`src/rtl/ov5640_sccb_cfg.sv`:
```
// OV5640 SCCB register-table writer, started by the power-up sequencer.
// Define SCCB_ACK_CHK_EN for ACK checking, per-entry retries and cfg_err.
module ov5640_sccb_cfg #(
  parameter int          SCL_DIV   = 125,
  parameter logic [7:0]  DEV_ID    = 8'h78,
  parameter int          REG_NUM   = 250,
  parameter int          START_DLY = 50_000,
  parameter int          GAP_TICKS = 4
) (
  input  logic        sclk,
  input  logic        s_rst_n,
  input  logic        power_done,
  output logic [7:0]  cfg_index,
  input  logic [23:0] cfg_data,
  output logic        sio_c,
  output logic        sio_d_out,
  output logic        sio_d_oe,
  input  logic        sio_d_in,
`ifdef SCCB_ACK_CHK_EN
  output logic        cfg_err,
`endif
  output logic        cfg_busy,
  output logic        cfg_done
);

  localparam int DIV_W = (SCL_DIV > 1) ? $clog2(SCL_DIV) : 1;
  localparam int DLY_W = $clog2(START_DLY + 1);

  typedef enum logic [2:0] {
    IDLE, DLY, LOAD, START, BYTE, STOP, GAP, DONE
  } state_t;

  state_t             state_q, state_d;
  logic [DIV_W-1:0]   div_q, div_d;
  logic [DLY_W-1:0]   dly_q, dly_d;
  logic [7:0]         ph_q, ph_d;
  logic [3:0]         bit_q, bit_d;
  logic [1:0]         byte_q, byte_d;
  logic [31:0]        sh_q, sh_d;
  logic [7:0]         idx_q, idx_d;
  logic               c_q, c_d;
  logic               d_q, d_d;
  logic               oe_q, oe_d;
  logic               busy_q, busy_d;
  logic               done_q, done_d;
  logic               fin_q, fin_d;
  logic               run, tick, last;
`ifdef SCCB_ACK_CHK_EN
  logic               nack_q, nack_d;
  logic [3:0]         rty_q, rty_d;
  logic               err_q, err_d;
`else
  logic               unused_sio_d_in;
  assign unused_sio_d_in = sio_d_in;
`endif

  assign run  = (state_q == START) || (state_q == BYTE) ||
                (state_q == STOP)  || (state_q == GAP);
  assign tick = run && (div_q == DIV_W'(SCL_DIV - 1));
  assign last = (idx_q == 8'(REG_NUM - 1));

  // Next-state, quarter-tick bus sequencing and table walk.
  always_comb begin
    state_d = state_q;
    div_d   = '0;
    dly_d   = dly_q;
    ph_d    = ph_q;
    bit_d   = bit_q;
    byte_d  = byte_q;
    sh_d    = sh_q;
    idx_d   = idx_q;
    c_d     = c_q;
    d_d     = d_q;
    oe_d    = oe_q;
    busy_d  = busy_q;
    done_d  = done_q;
    fin_d   = fin_q;
`ifdef SCCB_ACK_CHK_EN
    nack_d  = nack_q;
    rty_d   = rty_q;
    err_d   = err_q;
`endif
    if (run && !tick) div_d = div_q + 1'b1;
    unique case (state_q)
      IDLE: begin
        if (power_done) begin
          state_d = DLY;
          dly_d   = '0;
        end
      end
      DLY: begin
        if (dly_q == DLY_W'(START_DLY - 1)) begin
          state_d = LOAD;
          dly_d   = '0;
        end else begin
          dly_d = dly_q + 1'b1;
        end
      end
      LOAD: begin
        sh_d    = {DEV_ID, cfg_data};
        state_d = START;
        ph_d    = '0;
        c_d     = 1'b1;
        d_d     = 1'b0;
        oe_d    = 1'b1;
        busy_d  = 1'b1;
`ifdef SCCB_ACK_CHK_EN
        nack_d  = 1'b0;
`endif
      end
      START: begin
        if (tick) begin
          if (ph_q == 8'd0) begin
            ph_d = 8'd1;
            c_d  = 1'b0;
          end else begin
            state_d = BYTE;
            ph_d    = '0;
            bit_d   = '0;
            byte_d  = '0;
            d_d     = sh_q[31];
          end
        end
      end
      BYTE: begin
        if (tick) begin
          unique case (ph_q[1:0])
            2'd0: begin
              c_d  = 1'b1;
              ph_d = 8'd1;
            end
            2'd1: ph_d = 8'd2;
            2'd2: begin
              c_d  = 1'b0;
              ph_d = 8'd3;
`ifdef SCCB_ACK_CHK_EN
              if (bit_q == 4'd8 && sio_d_in) nack_d = 1'b1;
`endif
            end
            2'd3: begin
              ph_d = '0;
              if (bit_q == 4'd8) begin
                oe_d = 1'b1;
                if (byte_q == 2'd3) begin
                  state_d = STOP;
                  d_d     = 1'b0;
                end else begin
                  byte_d = byte_q + 1'b1;
                  bit_d  = '0;
                  d_d    = sh_q[31];
                end
              end else begin
                bit_d = bit_q + 1'b1;
                sh_d  = sh_q << 1;
                if (bit_q == 4'd7) begin
                  d_d  = 1'b1;
                  oe_d = 1'b0;
                end else begin
                  d_d = sh_q[30];
                end
              end
            end
            default: ph_d = '0;
          endcase
        end
      end
      STOP: begin
        if (tick) begin
          if (ph_q == 8'd0) begin
            c_d  = 1'b1;
            ph_d = 8'd1;
          end else if (ph_q == 8'd1) begin
            d_d  = 1'b1;
            ph_d = 8'd2;
          end else begin
            state_d = GAP;
            ph_d    = '0;
            fin_d   = last;
            if (!last) idx_d = idx_q + 1'b1;
`ifdef SCCB_ACK_CHK_EN
            if (nack_q && rty_q != 4'd7) begin
              rty_d = rty_q + 1'b1;
              fin_d = 1'b0;
              idx_d = idx_q;
            end else begin
              rty_d = '0;
              if (nack_q) err_d = 1'b1;
            end
`endif
          end
        end
      end
      GAP: begin
        if (tick) begin
          if (ph_q == 8'(GAP_TICKS - 1)) begin
            ph_d = '0;
            if (fin_q) begin
              state_d = DONE;
              busy_d  = 1'b0;
              done_d  = 1'b1;
            end else begin
              state_d = LOAD;
            end
          end else begin
            ph_d = ph_q + 1'b1;
          end
        end
      end
      DONE: state_d = DONE;
      default: state_d = IDLE;
    endcase
  end

  // State, counters and registered bus outputs.
  always_ff @(posedge sclk or negedge s_rst_n) begin
    if (!s_rst_n) begin
      state_q <= IDLE;
      div_q   <= '0;
      dly_q   <= '0;
      ph_q    <= '0;
      bit_q   <= '0;
      byte_q  <= '0;
      sh_q    <= '0;
      idx_q   <= '0;
      c_q     <= 1'b1;
      d_q     <= 1'b1;
      oe_q    <= 1'b1;
      busy_q  <= 1'b0;
      done_q  <= 1'b0;
      fin_q   <= 1'b0;
`ifdef SCCB_ACK_CHK_EN
      nack_q  <= 1'b0;
      rty_q   <= '0;
      err_q   <= 1'b0;
`endif
    end else begin
      state_q <= state_d;
      div_q   <= div_d;
      dly_q   <= dly_d;
      ph_q    <= ph_d;
      bit_q   <= bit_d;
      byte_q  <= byte_d;
      sh_q    <= sh_d;
      idx_q   <= idx_d;
      c_q     <= c_d;
      d_q     <= d_d;
      oe_q    <= oe_d;
      busy_q  <= busy_d;
      done_q  <= done_d;
      fin_q   <= fin_d;
`ifdef SCCB_ACK_CHK_EN
      nack_q  <= nack_d;
      rty_q   <= rty_d;
      err_q   <= err_d;
`endif
    end
  end

  assign cfg_index = idx_q;
  assign sio_c     = c_q;
  assign sio_d_out = d_q;
  assign sio_d_oe  = oe_q;
  assign cfg_busy  = busy_q;
  assign cfg_done  = done_q;
`ifdef SCCB_ACK_CHK_EN
  assign cfg_err   = err_q;
`endif

endmodule

```
`config.mk`:
```
export PLATFORM = sky130hd
export DESIGN_NAME = ov5640_sccb_cfg
export DESIGN_NICKNAME = d
export VERILOG_FILES = /design/src/rtl/ov5640_sccb_cfg.sv
export SDC_FILE = /design/constraint.sdc
export NUM_CORES = 1
export LEC_CHECK = 0
export CORE_MARGIN = 4
export CORE_UTILIZATION = 35
export DETAILED_ROUTE_END_ITERATION = 10
export DONT_BUFFER_PORTS = 1
export GPL_TIMING_DRIVEN = 0
export PLACE_DENSITY = 0.54
export SYNTH_ARGS = -nofsm -noshare
export SYNTH_HDL_FRONTEND = slang
export SYNTH_SLANG_ARGS = --single-unit
export TNS_END_PERCENT = 30
```
`constraint.sdc`:
```
create_clock -name sclk -period 2.4 [get_ports sclk]
set_input_delay 0.36 -clock sclk [delete_from_list [all_inputs] [get_ports sclk]]
set_output_delay 0.36 -clock sclk [all_outputs]
set_load 0.05 [all_outputs]
```
==> reports/qor.yml, run 1 <==
outcome:
  status: "finished clean"
timing:
  period_needed_ns: 2.26
  rsz0062_at_grt: "true"
  relSlewSlack: 0.459
  hold_viol_final: 0
  finalSetupTns_ns: 0
  setup_viol: 0
  timing.final.max_slew_violations: 0
  worst_slack_ns: 0.137
  fin_crit_sh: 0.943
  max_freq_ghz: 0.442
  fin_hold_ws_ns: 0.155
  fin_worst_skew_ns: 0.00675
  worst_pin_slew_ns: 0.805
floorplanning:
  io_pins: 41
  dieArea_um2: 14800
  die_h_um: 122
  start_util: 0.358
  fp-row-count: 41
  design.core.area_um2: 12600
  die_x_um: 122
worst_setup_path:
  path_buf_inv: 0
  end_kind: "flip-flop"
  critPathTopFamily: "simple AND/OR/NAND/NOR gates"
  required_ns: 2.67
  crit_path_cell_trace: "or4_4 > nor2_2 > nand2_1 > a222oi_1 > mux2_1"
  critPathMaxStageDelay_ns: 0.58
  path_depth: 5
  ff2ff_path_depth: 5
  crit_start: "ph_q[2]"
  r2r_start: "ph_q[2]"
  critPathMaxFanout: 8
  worst-setup-path-type: "reg2reg"
  crit_path_start_kind: "flip-flop"
  critPathSlowestCell: "or4_4"
  cp.arrival_ns: 2.53
power_and_ir_drop:
  switching_share: 0.208
  total_power_mw: 3.08
  p_int_mw: 2.44
  clock_power_share: 0.499
  p_sw_uw: 642
  ir_worst_vdd_mv: 0.412
  p_leak_nw: 2.17
  seqPwrFrac: 0.481
  power.share.combinational: 0.021
  power_density_nw_per_um2: 599
synth:
  synthDistinctLibCells: 67
  netlist_area_um2: 4520
  syn_avg_cell_area_um2: 9.17
  synth_fp_nets: 534
  yosysTopAreaCell: "dfrtp_1"
  yosys.area.top_type_share: 0.459
  netlist_instances: 493
  synth_warnings: 0
  ys_top_cells_by_area: "dfrtp_1 (46%), nand2_1 (6.2%), nor2_1 (4.6%)"
  yosys_register_bits: 86
  seq_area_frac_synth: 0.477
  ys_async_sr_fraction: 1.00
  synth_enable_flop_cells: 0
  ys.flop_type: "dfrtp_1"
final_layout:
  area_growth_syn_to_layout_pct: 13.8
  final_cell_mix: "dfrtp_1 (83), nand2_1 (75), nor2_1 (56), o21ai_0 (32), a31oi_1 (28)"
  drive_above_1_share: 0.0858
  nets: 549
  final_common_cell: "dfrtp_1"
  final_util: 0.408
  fillerInstances: 1282
  fin_cells: 685
  design_area_um2: 5150
  diodes: 0
routing:
  dr_total_vias: 3696
  routed_wl_um: 10300
  drc: 0
  wl_per_cell_um: 15.0
  drtPass1Iterations: 4
  vias_per_cell: 5.40
  drt_iter0_drc: 227
  ant_nets: 0
place:
  pre_cts_ws_ns: -0.00851
  post-place-cells: 665
  io_buffer_count: 0
  place_area_um2: 4740
  gp_congestion: 0.822
  dp_hpwl_um: 7280
global_routing:
  grtUsageTotal: 0.150
  antenna_found_initial: 0
  grt_pass1_wl_um: 17900
  grt_pass1_vias: 3677
  grt_overflow: 0
  grt_max_degree: 87
clock_tree:
  htree_levels: 3
  root_buffer: "clkbuf_16"
  cts_sinks: 86
  cts_tree: "done"
  cts_buffer_depth: 2
  insertion_delay_ns: 0.35
  cts-buffers-inserted: 9
  path_clk_slew_ns: 0.06
min_path:
  hold_path.class: "in2reg"
  hold_depth: 2
  hold_path.startpoint: "cfg_data[11]"
flow_run:
  drv_cap: 0
## per-layer routing
metal	GRT usage	wire length, um	vias to the layer above
met5	0	0	-
met4	0.0490	168	0
met3	0.0478	429	13
met2	0.236	4790	66
met1	0.198	4900	1800
li1	-	-	1817
## worst register-to-register path, cell delays in order, from the launching register on
cell      delay (ns)
dfrtp_1         0.43
or4_4           0.58
nor2_2          0.33
nand2_1         0.09
a222oi_1        0.39
mux2_1          0.36
## synthesized netlist by cell type (3+ instances only)
cell and instances:
dfrtp_1 83, nand2_1 75, nor2_1 56, o21ai_0 33, a31oi_1 28, nand3_1 20
clkbuf_1 17, ha_1 13, inv_1 12, o31ai_1 12, nand4_1 10, xnor2_1 9
and3_1 8, a21oi_1 6, a22o_1 6, nand2b_1 6, nor2b_1 5, nor3_1 5
o21ai_1 5, and2_1 4, buf_2 4, o22a_1 4, o41ai_1 4, xor2_1 4
a21o_1 3, dfstp_2 3, nand3b_1 3, or3b_1 3
## logic make-up (layout without fill, tap and decap cells)
kind of cell / Yosys count / count (layout) / share of synthesized area
simple gates: 215 / 215 / 0.228
fa+ha+maj: 13 / 13 / 0.0360
compound gates: 127 / 127 / 0.193
mux: 5 / 5 / 0.0119
buf+inv: 34 / 54 / 0.0293
xor+xnor: 13 / 13 / 0.0252
flops: 86 / 86 / 0.477
## path summary, 6_finish.rpt
kind	endpoint	slack, ns
max reg2reg	sio_c	0.14
min in group asynchronous	ph_q[4]	0.57
min	sh_q[11]	0.15
max in group asynchronous	sio_c	1.42
max	sio_c	0.14
min reg2reg	div_q[0]	0.48
## area by class of cell
type                       instances  area [um2]  area share
clock inverter                     6        93.8      0.0182
inverter                          12        45.0     0.00875
timing repair buffer               4        52.6      0.0102
multi-input combinational        373        2250       0.438
clock buffer                      10         239      0.0464
tap                              172         215      0.0418
sequential                        86        2160       0.419
buffer                            22        92.6      0.0180
## power groups by stage
| stage | sequential (mW) | combinational, mW | clock [mW] |
|---|---|---|---|
| after global placement | 1.51 | 0.0300 | 0 |
| after CTS | 1.48 | 0.0683 | 1.59 |
| final | 1.48 | 0.0647 | 1.54 |
| after floorplan | 1.51 | 0.0267 | 0 |
| after detailed placement | 1.51 | 0.0310 | 0 |
| after global routing | 1.48 | 0.0776 | 1.65 |
## flip-flops by register name, indices dropped and copies added (netlist names)
signal     cells
sh_q          32
dly_q         16
cfg_index      8
ph_q           8
div_q          7
bit_q          4
state_q        3
byte_q         2
cfg_busy       1
cfg_done       1
fin_q          1
sio_c          1
sio_d_oe       1
sio_d_out      1
## what timing repair did
item / in CTS / in global routing
pin swaps: 0 / 1
endpoints found under the setup margin: 2 / 35
hold buffers: 2 / 0
hold endpoints to repair: 86 / 0
gates cloned: 0 / 0
gates resized for setup: 1 / 12
buffers inserted: 0 / 2
No activity file was read; power rests on OpenSTA's default activity.
==> inputs of run 2 (changes only) <==
- CORE_UTILIZATION: 35 -> 40
- PLACE_DENSITY: 0.54 -> 0.59
==> reports/qor.yml, run 2 (synthesis gave the netlist of run 1 again) <==
worst_setup_path:
  reg2reg_slack_ns: 0.14  # about the same
  cp.arrival_ns: 2.50  # was 2.53 ns
  ff2ff_path_depth: 7  # was 5
  critPathMaxFanout: 10  # was 8
  r2r_end: "ph_q[7]"  # was sio_c
  required_ns: 2.64  # was 2.67 ns
  r2r_start: "div_q[0]"  # was ph_q[2]
  end_kind: "flip-flop"  # unchanged
  path_depth: 7  # was 5
  path_buf_inv: 1  # was 0
  critPathMaxStageDelay_ns: 0.48  # was 0.58 ns
  critPathSlowestCell: "a221o_2"  # was or4_4
  endpoint: "ph_q[7]"  # was sio_c
  critPathTopFamily: "simple AND/OR/NAND/NOR gates"  # unchanged
  crit_start: "div_q[0]"  # was ph_q[2]
  crit_path_start_kind: "flip-flop"  # unchanged
  worst-setup-path-type: "reg2reg"  # unchanged
  crit_path_cell_trace: "inv_1 > ha_1 > and4_1 > nand2_2 > a221o_2 > or2_1 > o31ai_1"  # was or4_4 > nor2_2 > nand2_1 > a222oi_1 > mux2_1
min_path:
  hold_path.class: "in2reg"  # unchanged
  hold_depth: 2  # unchanged
global_routing:
  met2_usage: 0.254  # was 0.236
  grt_overflow: 0  # unchanged
  grtUsageMet1: 0.217  # was 0.198
  top_usage_layer: "met2"  # unchanged
  grtUsageTotal: 0.162  # was 0.150
  grt_pass1_vias: 3616  # was 3,677
  grt_max_degree: 87  # unchanged
  antenna_found_initial: 0  # unchanged
  grt_use_met3: 0.0418  # was 0.0478
  grt_pass1_wl_um: 17200  # was 17,900 um
timing:
  hold_viol_final: 0  # unchanged
  fin_worst_skew_ns: 0.00553  # was 0.00675 ns
  max_freq_ghz: 0.442  # about the same
  rsz0062_at_grt: "true"  # unchanged
  worst_slack_ns: 0.137  # about the same
  setup_viol: 0  # unchanged
  timing.final.max_slew_violations: 0  # unchanged
  period_needed_ns: 2.26  # about the same
  fin_crit_sh: 0.943  # about the same
  relSlewSlack: 0.501  # was 0.459
  fin_hold_ws_ns: 0.163  # was 0.155 ns
  worst_pin_slew_ns: 0.741  # was 0.805 ns
final_layout:
  final_cell_mix: "dfrtp_1 (83), nand2_1 (75), nor2_1 (56), o21ai_0 (33), a31oi_1 (28)"  # was dfrtp_1 (83), nand2_1 (75), nor2_1 (56), o21ai_0 (32), a31oi_1 (28)
  final_common_cell: "dfrtp_1"  # unchanged
  drive_above_1_share: 0.0783  # was 0.0858
  largest_reg_flops: 32  # unchanged
  area_growth_syn_to_layout_pct: 12.3  # was 13.8%
  top_register: "sh_q"  # unchanged
  nets: 547  # was 549
  reg_top3: "sh_q: 32 flops, dly_q: 16 flops"  # unchanged
  diodes: 0  # unchanged
routing:
  drt_iter0_drc: 195  # was 227
  drc: 0  # unchanged
  dr_total_vias: 3705  # was 3,696
  drtPass1Iterations: 4  # unchanged
  wl_per_cell_um: 15.1  # was 15.0 um
  ant_nets: 0  # unchanged
  vias_per_cell: 5.69  # was 5.40
  routed_wl_um: 9840  # was 10,300 um
floorplanning:
  io_pins: 41  # unchanged
  die_h_um: 114  # was 122 um
  start_util: 0.414  # was 0.358
  fp-row-count: 38  # was 41
  design.core.area_um2: 10900  # was 12,600 um2
  die_x_um: 114  # was 122 um
  dieArea_um2: 13100  # was 14,800 um2
place:
  gp_congestion: 0.851  # was 0.822
  dp_hpwl_um: 6970  # was 7280 um
  pre_cts_ws_ns: -0.0777  # was -0.00851 ns
  io_buffer_count: 0  # unchanged
power_and_ir_drop:
  p_leak_nw: 2.15  # was 2.17 nW
  total_power_mw: 2.98  # was 3.08 mW
  power_density_nw_per_um2: 587  # was 599 nW/um2
  ir_worst_vdd_mv: 0.391  # was 0.412 mV
clock_tree:
  cts_buffer_depth: 2  # unchanged
  cts-buffers-inserted: 9  # unchanged
  htree_levels: 3  # unchanged
  path_clk_slew_ns: 0.06  # about the same
  root_buffer: "clkbuf_16"  # unchanged
  cts_sinks: 86  # unchanged
  cts_tree: "done"  # unchanged
  insertion_delay_ns: 0.34  # was 0.35 ns
outcome:
  status: "finished clean"  # unchanged
flow_run:
  drv_cap: 0  # unchanged
## run 2: what timing repair did
item	in CTS	in global routing
buffers inserted	0	0
gates resized for setup	1	9
hold buffers	2	0
endpoints found under the hold margin	86	0
pin swaps	0	1
endpoints found under the setup margin	2	32
## run 2: layout make-up
class                      instances  area, um2
buffer                            22       91.3
clock buffer                      13        270
clock inverter                     3       42.5
fill                            1104       5860
inverter                          12       45.0
multi-input combinational        373       2260
sequential                        86       2160
tap                              140        175
timing repair buffer               2       37.5
## run 2: worst min path at each step
stage	startpoint	to	slack, ns
detailed placement	s_rst_n	cfg_index[3]	0.07
floorplan	s_rst_n	bit_q[0]	0.06
global route	cfg_data[7]	sh_q[7]	0.15
finish	cfg_data[8]	sh_q[8]	0.16
CTS	cfg_data[8]	sh_q[8]	0.15
global placement	s_rst_n	cfg_index[5]	0.07
## run 2: metal layers
metal / part of all wire / up-vias
met5: 0 / -
met4: 0.016 / 0
met3: 0.039 / 11
met2: 0.47 / 59
li1: - / 1811
met1: 0.48 / 1824
## run 2: power breakdown
group	switching [mW]	internal (mW)	leakage (nW)	total, mW
combinational	0.0425	0.0217	0.989	0.0641
clock	0.548	0.890	0.152	1.44
sequential	0.0109	1.47	1.01	1.48
## run 2: per-stage QoR
stage	TNS, ns	cells	util	cell area, um2
global placement	0	633	0.430	4700
finish	0	651	0.464	5080
floorplan	0	493	-	4520
detailed placement	-0.123	633	0.430	4700
global route	-0.0875	651	0.464	5080
CTS	0	651	0.462	5050
## run 2: worst register-to-register path, stage by stage (launching register included)
cell     delay, ns
dfrtp_1       0.40
inv_1         0.07
ha_1          0.16
and4_1        0.29
nand2_2       0.19
a221o_2       0.48
or2_1         0.32
o31ai_1       0.25
==> inputs of run 3 (changes only) <==
- MAX_ROUTING_LAYER: default -> met4
==> reports/qor.yml, run 3 (synthesis gave the netlist of run 1 again) <==
outcome:
  status: "finished clean"  # unchanged
floorplanning:
  design.core.area_um2: 10900  # unchanged
  io_pins: 41  # unchanged
  die_x_um: 114  # unchanged
  die_h_um: 114  # unchanged
  fp-row-count: 38  # unchanged
  start_util: 0.414  # unchanged
  dieArea_um2: 13100  # unchanged
final_layout:
  area_growth_syn_to_layout_pct: 12.3  # unchanged
  final_common_cell: "dfrtp_1"  # unchanged
  final_cell_mix: "dfrtp_1 (83), nand2_1 (75), nor2_1 (56), o21ai_0 (33), a31oi_1 (28)"  # unchanged
  drive_above_1_share: 0.0783  # unchanged
  top_register: "sh_q"  # unchanged
  largest_reg_flops: 32  # unchanged
  nets: 547  # unchanged
  reg_top3: "sh_q: 32 flops, dly_q: 16 flops"  # unchanged
  design_area_um2: 5080  # unchanged
  final_util: 0.464  # unchanged
  fillerInstances: 1104  # unchanged
  diodes: 0  # unchanged
clock_tree:
  root_buffer: "clkbuf_16"  # unchanged
  cts_tree: "done"  # unchanged
  cts_sinks: 86  # unchanged
  cts-buffers-inserted: 9  # unchanged
  htree_levels: 3  # unchanged
  path_clk_slew_ns: 0.06  # about the same
  cts_buffer_depth: 2  # unchanged
  post_cts_buffers: 0  # unchanged
  insertion_delay_ns: 0.34  # about the same
routing:
  wl_per_cell_um: 15.1  # about the same
  vias_per_cell: 5.69  # about the same
  drtPass1Iterations: 4  # unchanged
  routed_wl_um: 9840  # about the same
  dr_total_vias: 3706  # was 3,705
  drt_iter0_drc: 188  # was 195
  drc: 0  # unchanged
  ant_nets: 0  # unchanged
timing:
  max_freq_ghz: 0.442  # about the same
  worst_slack_ns: 0.139  # was 0.137 ns
  fin_hold_ws_ns: 0.164  # was 0.163 ns
  relSlewSlack: 0.501  # unchanged
  timing.final.max_slew_violations: 0  # unchanged
  rsz0062_at_grt: "true"  # unchanged
  period_needed_ns: 2.26  # about the same
  hold_viol_final: 0  # unchanged
  fin_crit_sh: 0.942  # was 0.943
  worst_pin_slew_ns: 0.741  # unchanged
  fin_worst_skew_ns: 0.00468  # was 0.00553 ns
  setup_viol: 0  # unchanged
global_routing:
  antenna_found_initial: 0  # unchanged
  grt_pass1_vias: 3616  # unchanged
  grt_pass1_wl_um: 17200  # about the same
  grtUsageTotal: 0.167  # was 0.162
  grt_max_degree: 87  # unchanged
  grt_overflow: 0  # unchanged
worst_setup_path:
  critPathSlowestCell: "or4_4"  # was a221o_2
  crit_path_cell_trace: "or4_4 > nor2_2 > nand2_1 > a222oi_1 > mux2_1"  # was inv_1 > ha_1 > and4_1 > nand2_2 > a221o_2 > or2_1 > o31ai_1
  crit_path_start_kind: "flip-flop"  # unchanged
  worst-setup-path-type: "reg2reg"  # unchanged
  crit_start: "ph_q[5]"  # was div_q[0]
  required_ns: 2.67  # was 2.64 ns
  path_buf_inv: 0  # was 1
  r2r_start: "ph_q[5]"  # was div_q[0]
  critPathMaxFanout: 8  # was 10
  critPathTopFamily: "simple AND/OR/NAND/NOR gates"  # unchanged
  critPathMaxStageDelay_ns: 0.56  # was 0.48 ns
  cp.arrival_ns: 2.53  # was 2.50 ns
  end_kind: "flip-flop"  # unchanged
min_path:
  hold_path.startpoint: "cfg_data[8]"  # unchanged
  hold_path.class: "in2reg"  # unchanged
place:
  place_area_um2: 4700  # unchanged
  io_buffer_count: 0  # unchanged
  dp_hpwl_um: 6970  # unchanged
  gp_congestion: 0.865  # was 0.851
  pre_cts_ws_ns: -0.0777  # unchanged
flow_run:
  drv_cap: 0  # unchanged
power_and_ir_drop:
  p_leak_nw: 2.15  # unchanged
  power_density_nw_per_um2: 587  # about the same
  ir_worst_vdd_mv: 0.393  # was 0.391 mV
run 3: cell counts in the layout (fill, tap and decap cells not counted):
No cell type changed its count.
run 3: worst paths after layout:
check / end / slack [ns] / cells after the start
min reg2reg: div_q[0] / 0.47 / 1
max reg2reg: sio_c / 0.14 / 5
min in group asynchronous: ph_q[4] / 0.61 / 2
max in group asynchronous: sio_d_oe / 1.44 / 2
max: sio_c / 0.14 / 5
min: sh_q[8] / 0.16 / 2
run 3: final cells by class:
type	count	area (um2)	area share
inverters	12	45.0	0.00887
clock inverters	3	42.5	0.00838
well taps	140	175	0.0345
multi-input cells	373	2260	0.445
flip-flops and latches	86	2160	0.424
repair buffers	2	37.5	0.00739
clock buffers	13	270	0.0532
plain buffers	22	91.3	0.0180
run 3: timing repair:
item                       4_1_cts  5_1_grt
setup endpoints to repair        2       32
hold buffers                     2        0
gates resized for setup          1        9
pin swaps                        0        1
hold endpoints to repair        86        0
run 3: per-layer routing:
layer,track usage,vias to the layer above,wire length (um)
met5,-,-,0
met4,0.0602,0,159
met3,0.0365,11,330
met2,0.255,63,4610
met1,0.219,1822,4730
li1,-,1810,-
run 3: per-stage QoR:
step / setup TNS [ns] / power, mW / instances
finish: 0 / 2.98 / 651
global route: -0.0875 / 3.10 / 651
CTS: 0 / 3.03 / 651
detailed placement: -0.123 / 1.54 / 633
global placement: 0 / 1.54 / 633
floorplan: 0 / 1.53 / 493
run 3: where the power goes:
| part | internal [mW] | switching [mW] | total [mW] | leakage, nW |
|---|---|---|---|---|
| Clock | 0.890 | 0.546 | 1.44 | 0.152 |
| Sequential | 1.47 | 0.0110 | 1.48 | 1.01 |
| Combinational | 0.0217 | 0.0426 | 0.0642 | 0.989 |
==> RTL edit, RTL diff (flow settings as in run 3) <==
Re-encode `state_t` (8 states) as one-hot, 8 bits wide.
--- a/src/rtl/ov5640_sccb_cfg.sv
+++ b/src/rtl/ov5640_sccb_cfg.sv
@@ -28,4 +28,4 @@
 
-  typedef enum logic [2:0] {
-    IDLE, DLY, LOAD, START, BYTE, STOP, GAP, DONE
+  typedef enum logic [7:0] {
+    IDLE = 8'b00000001, DLY = 8'b00000010, LOAD = 8'b00000100, START = 8'b00001000, BYTE = 8'b00010000, STOP = 8'b00100000, GAP = 8'b01000000, DONE = 8'b10000000
   } state_t;
Formal check against the unedited RTL: no difference found for any inputs over 10 cycles, from zero or initial values and one cycle with s_rst_n low; not proved beyond that.
==> RTL edit against run 3 <==
- the run now ends with hold timing left
- worst setup slack got worse by 0.083 ns
- design area is 10% higher
- sequential cell count increased by 5
- global-route usage grew 0.54 points
- critical path depth rose by 1
- routed wire length grew 15%
- area after synthesis grew 8.0%
- maximum frequency down 3.5%
- critical endpoint is now sio_d_out
- highest routed layer unchanged
Power is not compared: it rests on default switching activity, and its combinational part moved more than twofold at a synthesized area within 25%.
==> RTL edit: results (changes against run 3) <==
* Status: finished with violations
* Failing checks: hold timing
* FF-to-FF path depth at 6 (+1)
* Synthesized-area fraction occupied by adder cells at 0.0333 (-0.00265)
* R2r setup slk at 0.06 ns (-0.08 ns)
* Hold Crit Class: primary input to async pin
* Grt met3 use at 0.0459 (+0.00946)
* End of the worst register-to-register path: sio_d_out
* Layout Skew at 0.00987 ns (+0.00518 ns)
* Compound-Gate Fraction of Synth Area at 0.150 (-0.0421)
* Crit path DAT at 2.63 ns (+0.10 ns)
* All-layer global routing usage at 0.172 (+0.00535)
* Syn_nets at 545 (+2.1%)
* Sequential cell area share at 0.408 (-0.0165)
* Post-synthesis sequential area ratio at 0.467 (-0.00929)
* Synth top cells by count: 87 x dfrtp_1, 65 x nand2_1, 60 x o21ai_0
* Fraction of area in multi-input gates at 0.464 (+0.0183)
* Post-CTS setup repair buffer count at 5 (+5)
* Ranking of synthesized cells by area: dfrtp_1 45%, o21ai_0 6.1%, nand2_1 5.0%, mux2i_1 4.9%, ha_1 3.3%
* Final-layout clock buffer total at 10 (-3)
* Clock power frac at 0.338
* Clk cell area share at 0.0580 (-0.00359)
* Number of global-route vias before repair at 3,776 (+4.4%)
* Crit path max fanout at 6 (-2)
* Post_cts resized at 8 (+7)
* Drt pass-1 iters at 5 (+1)
* Share of layout cells above drive strength 1 at 0.146 (+0.0673)
* Hold Vio Cnt, Final at 91 (+91)
* Met2 wire length at 5330 um (+15%)
* Largest net degree at the start of global routing at 92 (+5.7%)
* Detailed Place HPWL at 7890 um (+13%)
* Clk sinks at 91 (+5.8%)
* Largest stage delay, worst path at 0.58 ns (+0.02 ns)
* GR Layer Usage met2 at 0.266 (+0.0113)
* Post-Route WL at 11,300 um (+15%)
* Top_reg_cell synth: dfrtp_1
* Non-Clock Buffer Area Fraction at 0.0277 (+0.00228)
* Met3 WL at 716 um (+120%)
* Mux share of post-synthesis cell area at 0.0607 (+0.0488)
* Global-route wire length before repair at 19,200 um (+12%)
* Hold slack at -0.292 ns (-0.456 ns)
* Fillers at 1,084 (-1.8%)
* Grt met1 use at 0.214 (-0.00505)
* Signal inverters at 15 (+3)
## RTL edit: changes by cell type after synthesis, sizes merged, moves of 7 or more
cell	delta
o21ai	+30
mux2i	+22
nor4	+9
nand3	+8
xnor2	-7
a31oi	-23
nor2	-21
xor2	+8
clkbuf	-8
nand2	-10
## RTL edit: worst max path at each step
stage | to | depth (start not counted) | startpoint
6_report | sio_d_out | 6 | state_q[1]
5_1_grt | sio_d_out | 6 | state_q[1]
4_1_cts | state_q[4] | 5 | state_q[7]
3_5_place_dp | state_q[4] | 6 | ph_q[2]
3_3_place_gp | state_q[4] | 6 | ph_q[2]
2_1_floorplan | state_q[4] | 6 | state_q[7]
## RTL edit: per-stage QoR
step	std cells	total power (W)	setup slack, ns	TNS, ns	instance area (um^2)
after global routing	676	0.00490	-0.0269	-0.0509	5610
after CTS	671	0.00459	0.00790	0	5470
after floorplan	504	0.00277	0.189	0	4880
after global placement	651	0.00295	-0.233	-4.00	5070
final	676	0.00462	0.0557	0	5610
after detailed placement	651	0.00299	-0.268	-5.68	5070
